===== config.mk =====
export PLATFORM = sky130hd
export DESIGN_NAME = cic_dec_ctrl_flat
export DESIGN_NICKNAME = d
export VERILOG_FILES = /design/src/rtl/cic_dec_ctrl_if.sv /design/src/rtl/cic_dec_ctrl.sv /design/src/flat_wrapper.sv
export SDC_FILE = /design/constraint.sdc
export NUM_CORES = 1
export LEC_CHECK = 0
export CORE_ASPECT_RATIO = 0.8
export CORE_UTILIZATION = 50
export DETAILED_ROUTE_END_ITERATION = 8
export GPL_TIMING_DRIVEN = 0
export PLACE_DENSITY_LB_ADDON = 0.25
export SETUP_SLACK_MARGIN = 0.4
export SLEW_MARGIN = 20
export SYNTH_ARGS = -nofsm -noshare
export SYNTH_HDL_FRONTEND = slang
export SYNTH_SLANG_ARGS = --single-unit

===== constraint.sdc =====
create_clock -name clk -period 3.4 [get_ports clk]
set_clock_uncertainty 0.15 [all_clocks]
set_input_delay 0.34 -clock clk [delete_from_list [all_inputs] [get_ports clk]]
set_output_delay 0.34 -clock clk [all_outputs]
set_load 0.05 [all_outputs]

===== src/rtl/cic_dec_ctrl_if.sv =====
// cic_dec_ctrl_if: decimated sample stream
// head sample plus valid/ready handshake
interface cic_dec_ctrl_if #(
    parameter int DW = 10
);
    logic [DW-1:0] y_out;
    logic          y_valid;
    logic          y_ready;

    modport master (
        output y_out,
        output y_valid,
        input  y_ready
    );

    modport slave (
        input  y_out,
        input  y_valid,
        output y_ready
    );
endinterface


===== src/rtl/cic_dec_ctrl.sv =====
// cic_dec_ctrl: CIC decimator sequencer
// ratio, strobes, warm-up discard, output FIFO
module cic_dec_ctrl #(
    parameter int RW    = 6,
    parameter int DEF_R = 32,
    parameter int WARM  = 3,
    parameter int DW    = 10,
    parameter int FD    = 4
) (
    input  logic          clk,
    input  logic          reset,
    input  logic          en,
    input  logic          cfg_we,
    input  logic [RW-1:0] cfg_r,
    input  logic [DW-1:0] cic_y,
    output logic          cic_clear,
    output logic          cic_sample,
    output logic          clk2,
    output logic          ovf,
    output logic          busy,
    output logic [1:0]    state_out,
    cic_dec_ctrl_if.master yo
);
    localparam int AW = $clog2(FD);
    localparam int WW = $clog2(WARM + 1);

    typedef enum logic [1:0] {
        IDLE   = 2'b00,
        WARMUP = 2'b01,
        RUN    = 2'b10,
        DRAIN  = 2'b11
    } state_t;

    state_t        state;
    logic [RW-1:0] r_reg;
    logic [RW-1:0] cnt;
    logic [WW-1:0] warm;
    logic          cap;

    logic [DW-1:0] mem [FD];
    logic [AW:0]   wp;
    logic [AW:0]   rp;
    logic [AW:0]   fcnt;
    logic [AW:0]   nxt_cnt;
    logic          empty;
    logic          full;
    logic          pop;
    logic          push_req;
    logic          push;
    logic          drop;

    assign state_out = state;

    // FIFO status and push/pop/drop decisions
    always_comb begin
        fcnt     = wp - rp;
        empty    = (wp == rp);
        full     = (wp[AW] != rp[AW]) &&
                   (wp[AW-1:0] == rp[AW-1:0]);
        pop      = !empty && yo.y_ready;
        push_req = cap && (state == RUN);
        push     = push_req && (!full || pop);
        drop     = push_req && full && !pop;
        nxt_cnt  = fcnt + (AW+1)'(push) - (AW+1)'(pop);
    end

    // sequencing FSM: ratio, phase counter, strobes, warm-up
    always_ff @(posedge clk) begin
        if (!reset) begin
            state      <= IDLE;
            r_reg      <= RW'(DEF_R);
            cnt        <= '0;
            warm       <= '0;
            cap        <= 1'b0;
            cic_sample <= 1'b0;
            clk2       <= 1'b0;
            cic_clear  <= 1'b1;
            busy       <= 1'b0;
            ovf        <= 1'b0;
        end else begin
            cap        <= cic_sample;
            cic_sample <= 1'b0;
            clk2       <= 1'b0;
            unique case (state)
                IDLE: begin
                    if (cfg_we)
                        r_reg <= (cfg_r < RW'(2)) ? RW'(2) : cfg_r;
                    if (en) begin
                        state     <= WARMUP;
                        cnt       <= '0;
                        warm      <= '0;
                        ovf       <= 1'b0;
                        cic_clear <= 1'b0;
                        busy      <= 1'b1;
                    end
                end
                WARMUP, RUN: begin
                    if (!en) begin
                        state <= DRAIN;
                    end else begin
                        if (cnt == r_reg - RW'(1)) begin
                            cnt        <= '0;
                            cic_sample <= 1'b1;
                            clk2       <= 1'b1;
                        end else begin
                            cnt <= cnt + RW'(1);
                        end
                        if (state == WARMUP && cap) begin
                            warm <= warm + WW'(1);
                            if (warm == WW'(WARM - 1))
                                state <= RUN;
                        end
                    end
                    if (drop)
                        ovf <= 1'b1;
                end
                DRAIN: begin
                    if (empty) begin
                        state     <= IDLE;
                        cic_clear <= 1'b1;
                        busy      <= 1'b0;
                    end
                end
            endcase
        end
    end

    // output FIFO with registered head and valid
    always_ff @(posedge clk) begin
        if (!reset) begin
            wp         <= '0;
            rp         <= '0;
            yo.y_out   <= '0;
            yo.y_valid <= 1'b0;
        end else begin
            if (push) begin
                mem[wp[AW-1:0]] <= cic_y;
                wp <= wp + (AW+1)'(1);
            end
            if (pop)
                rp <= rp + (AW+1)'(1);
            if (pop && fcnt > (AW+1)'(1))
                yo.y_out <= mem[rp[AW-1:0] + AW'(1)];
            else if (push && (empty || pop))
                yo.y_out <= cic_y;
            yo.y_valid <= (nxt_cnt != '0);
        end
    end
endmodule


===== src/flat_wrapper.sv =====
// flat-port wrapper written by rule: the top's interface ports become plain ports
module cic_dec_ctrl_flat 
#(
    parameter int RW    = 6,
    parameter int DEF_R = 32,
    parameter int WARM  = 3,
    parameter int DW    = 10,
    parameter int FD    = 4
)
  (clk, reset, en, cfg_we, cfg_r, cic_y, cic_clear, cic_sample, clk2, ovf, busy, state_out, yo_y_out, yo_y_valid, yo_y_ready);
  cic_dec_ctrl_if #(.DW(DW)) yo_i ();
  input  logic clk;
  input  logic reset;
  input  logic en;
  input  logic cfg_we;
  input  logic [RW-1:0] cfg_r;
  input  logic [DW-1:0] cic_y;
  output logic cic_clear;
  output logic cic_sample;
  output logic clk2;
  output logic ovf;
  output logic busy;
  output logic [1:0] state_out;
  output wire logic [$bits(yo_i.y_out)-1:0] yo_y_out;
  output wire logic [$bits(yo_i.y_valid)-1:0] yo_y_valid;
  input wire logic [$bits(yo_i.y_ready)-1:0] yo_y_ready;
  assign yo_y_out = yo_i.y_out;
  assign yo_y_valid = yo_i.y_valid;
  assign yo_i.y_ready = yo_y_ready;
  cic_dec_ctrl #(.RW(RW), .DEF_R(DEF_R), .WARM(WARM), .DW(DW), .FD(FD)) u_core (.clk(clk), .reset(reset), .en(en), .cfg_we(cfg_we), .cfg_r(cfg_r), .cic_y(cic_y), .cic_clear(cic_clear), .cic_sample(cic_sample), .clk2(clk2), .ovf(ovf), .busy(busy), .state_out(state_out), .yo(yo_i));
endmodule

==> results.yml <==
clock_network:
  htreeDepth: 3
  clock_sinks: 78
  clock-root-buffer: "clkbuf_8"
  cts_resized: 0
  cts.clk_slew.worst_paths_ns: 0.08
  cts_tree: "done"
  cts_buffer_depth: 2
  numCtsBuffers: 9
  ctsHoldBuffers: 0
  post-cts-setup-buffers: 0
  clk_latency_ns: 0.35
final_layout:
  fillers: 579
  nNetsFinal: 391
  largest_reg_flops: 40
  syn2layout_area_growth_pct: 19.62
  layout-drive-gt1-share_pct: 12.61
  insertedDiodeCount: 0
  utilization_pct: 62.26
  fin_cells: 444
  finalInstanceArea_um2: 4333
synth:
  ys_warn_count: 0
  syn_area_um2: 3622
  synth.distinct_cells: 43
  synth_area_leaders: "edfxtp_1, dfxtp_1, mux4_2"
  synth_top_area_share_pct: 33.16
  ys.flop_type: "edfxtp_1"
  synth-edff-count: 40
  synth-xor-area-share_pct: 3.834
  async_flop_share_pct: 0
  synthesis.nets: 343
  yosysMostFrequentCell: "edfxtp_1"
  synth_top_cell_by_area: "edfxtp_1"
  synth-simple-area-share_pct: 11.05
  synthMuxAreaShare_pct: 8.981
  synth_top_family_by_area: "compound AO/OA/AOI/OAI gates"
  netlist_top_cells_count: "edfxtp_1, dfxtp_1, nand2_1, nor2_1, a21oi_1"
  synthAdderAreaFrac_pct: 6.632
  avgSynthCellArea_um2: 11.92
  synth_compound_area_share_pct: 12.06
  syn-instance-count: 304
  seq_area_frac_synth_pct: 54.16
  synth-seq-cells: 78
place:
  dpl.cell_count: 428
  place_congestion: 0.8079
  place_area_um2: 4101
  place_hpwl_mm: 5.110
  dp_slack_ns: 0.6850
  port_buffers: 37
sta:
  finalCriticalPeriod_ns: 2.723
  slew_headroom_pct: 44.28
  tightestPinTransition_ns: 0.8358
  hold_viol_final: 0
  slew_viol_final: 0
  fmax_mhz: 367.2
  setup_tns_ns: 0
  setup_viol: 0
  whs_ns: 0.2294
  setup_ws_ns: 0.6769
  fin_crit_sh_pct: 80.09
  rsz0062_at_grt: "false"
grt:
  antenna_found_initial: 0
  grt_max_degree: 15
  grt_util_all_layers_pct: 21.05
  grt_pass1_wl_mm: 12.26
  first_global_vias: 2548
  overflow: 0
floorplanning:
  start_util_pct: 52.05
  die_area_um2: 7591
  die_x_um: 97.16
  io_pins: 39
  fp.dieH_um: 78.13
  core_um2: 6959
  core.rowCount: 27
pwr:
  ir_drop_mv: 0.4195
  power_density_nw_per_um2: 534.3
  finalPower_mw: 2.315
  p_leak_nw: 1.496
worst_setup_path:
  cpPeakStageDelay_ns: 0.43
  cp_max_fo: 10
  required_ns: 3.45
  crit_chain: "inv_1 -> ha_1 -> fa_1 -> xnor2_1 -> ha_1 -> and2_1 -> a311o_1 -> buf_4 -> nor2_1 -> a211oi_2"
  critPathLaunchType: "flip-flop"
  cp_top_family: "adder cells"
  critical_path_buf_inv_count: 2
  slowest_stage: "fa_1"
  path_class: "reg -> reg"
  cp.arrival_ns: 2.77
  end_kind: "flip-flop"
  cpMostUsedCell: "ha_1"
routing:
  post_drt_wl_per_cell_um: 16.43
  wl_met2_mm: 3.577
  ant_nets: 0
  first_pass_iters: 4
  wl_met3_um: 332
  viasPerCell: 5.592
  met1_length_mm: 3.316
  wl_mm: 7.294
  num_vias: 2483
  drc_errors: 0
  drt_iter0_markers: 116
  top_layer: "met4"
min_path:
  holdCritPathClass: "in -> reg"
job:
  cap_violations: 0
status:
  status: "completed"
layout by cell type, fill, tap and decap left out, drive strengths merged, types with 7 or more instances in the layout:
| master | Yosys | final |
|---|---|---|
| nand3 | 11 | 11 |
| clkdlybuf4s50 | 0 | 37 |
| xnor2 | 8 | 8 |
| edfxtp | 40 | 40 |
| ha | 16 | 16 |
| and2 | 7 | 7 |
| a21oi | 19 | 19 |
| xor2 | 7 | 7 |
| clkbuf | 7 | 17 |
| dfxtp | 38 | 38 |
| a211oi | 11 | 11 |
| nand2 | 27 | 27 |
| mux4 | 10 | 10 |
| o21ai | 10 | 10 |
| mux2i | 10 | 10 |
| nor2 | 27 | 27 |
| inv | 14 | 15 |
logic make-up (layout without fill, tap and decap cells):
| group | after synthesis | in the layout |
|---|---|---|
| xor+xnor | 15 | 15 |
| flops | 78 | 78 |
| simple gates | 88 | 88 |
| compound gates | 58 | 58 |
| fa+ha+maj | 18 | 18 |
| buf+inv | 27 | 80 |
| mux | 20 | 20 |
routing by layer:
layer	GRT usage [%]	vias up
met3	5.966	9
met5	0	-
met2	34.79	48
li1	-	1200
met4	5.522	0
met1	27.40	1226
path summary, 6_finish.rpt:
kind                            slack (ns)              from  depth (start not counted)                 end
worst min-delay path                  0.23             reset                          2     u_core.r_reg[5]
worst max register to register        0.68      u_core.wp[0]                         10  u_core.yo.y_out[9]
worst min register to register        0.32  u_core.cic_clear                          1    u_core.cic_clear
worst max-delay path                  0.68      u_core.wp[0]                         10  u_core.yo.y_out[9]
report_power, final:
group | switching, mW | internal, mW
clock network | 0.349 | 0.438
registers | 0.0397 | 1.03
logic | 0.291 | 0.172
total | 0.679 | 1.64
area by class of cell:
cell class              instances  area [µm²]  share of cell area, %
clock buffers                  10       137.6                  3.176
clock inverters                 6       93.84                  2.166
repair buffers                 37       370.4                  8.547
well taps                      87       108.9                  2.512
multi-input cells             199        1541                  35.58
plain buffers                  13       66.31                  1.530
flip-flops and latches         78        1962                  45.28
inverters                      14       52.55                  1.213
(Power assumes the default switching activity.)
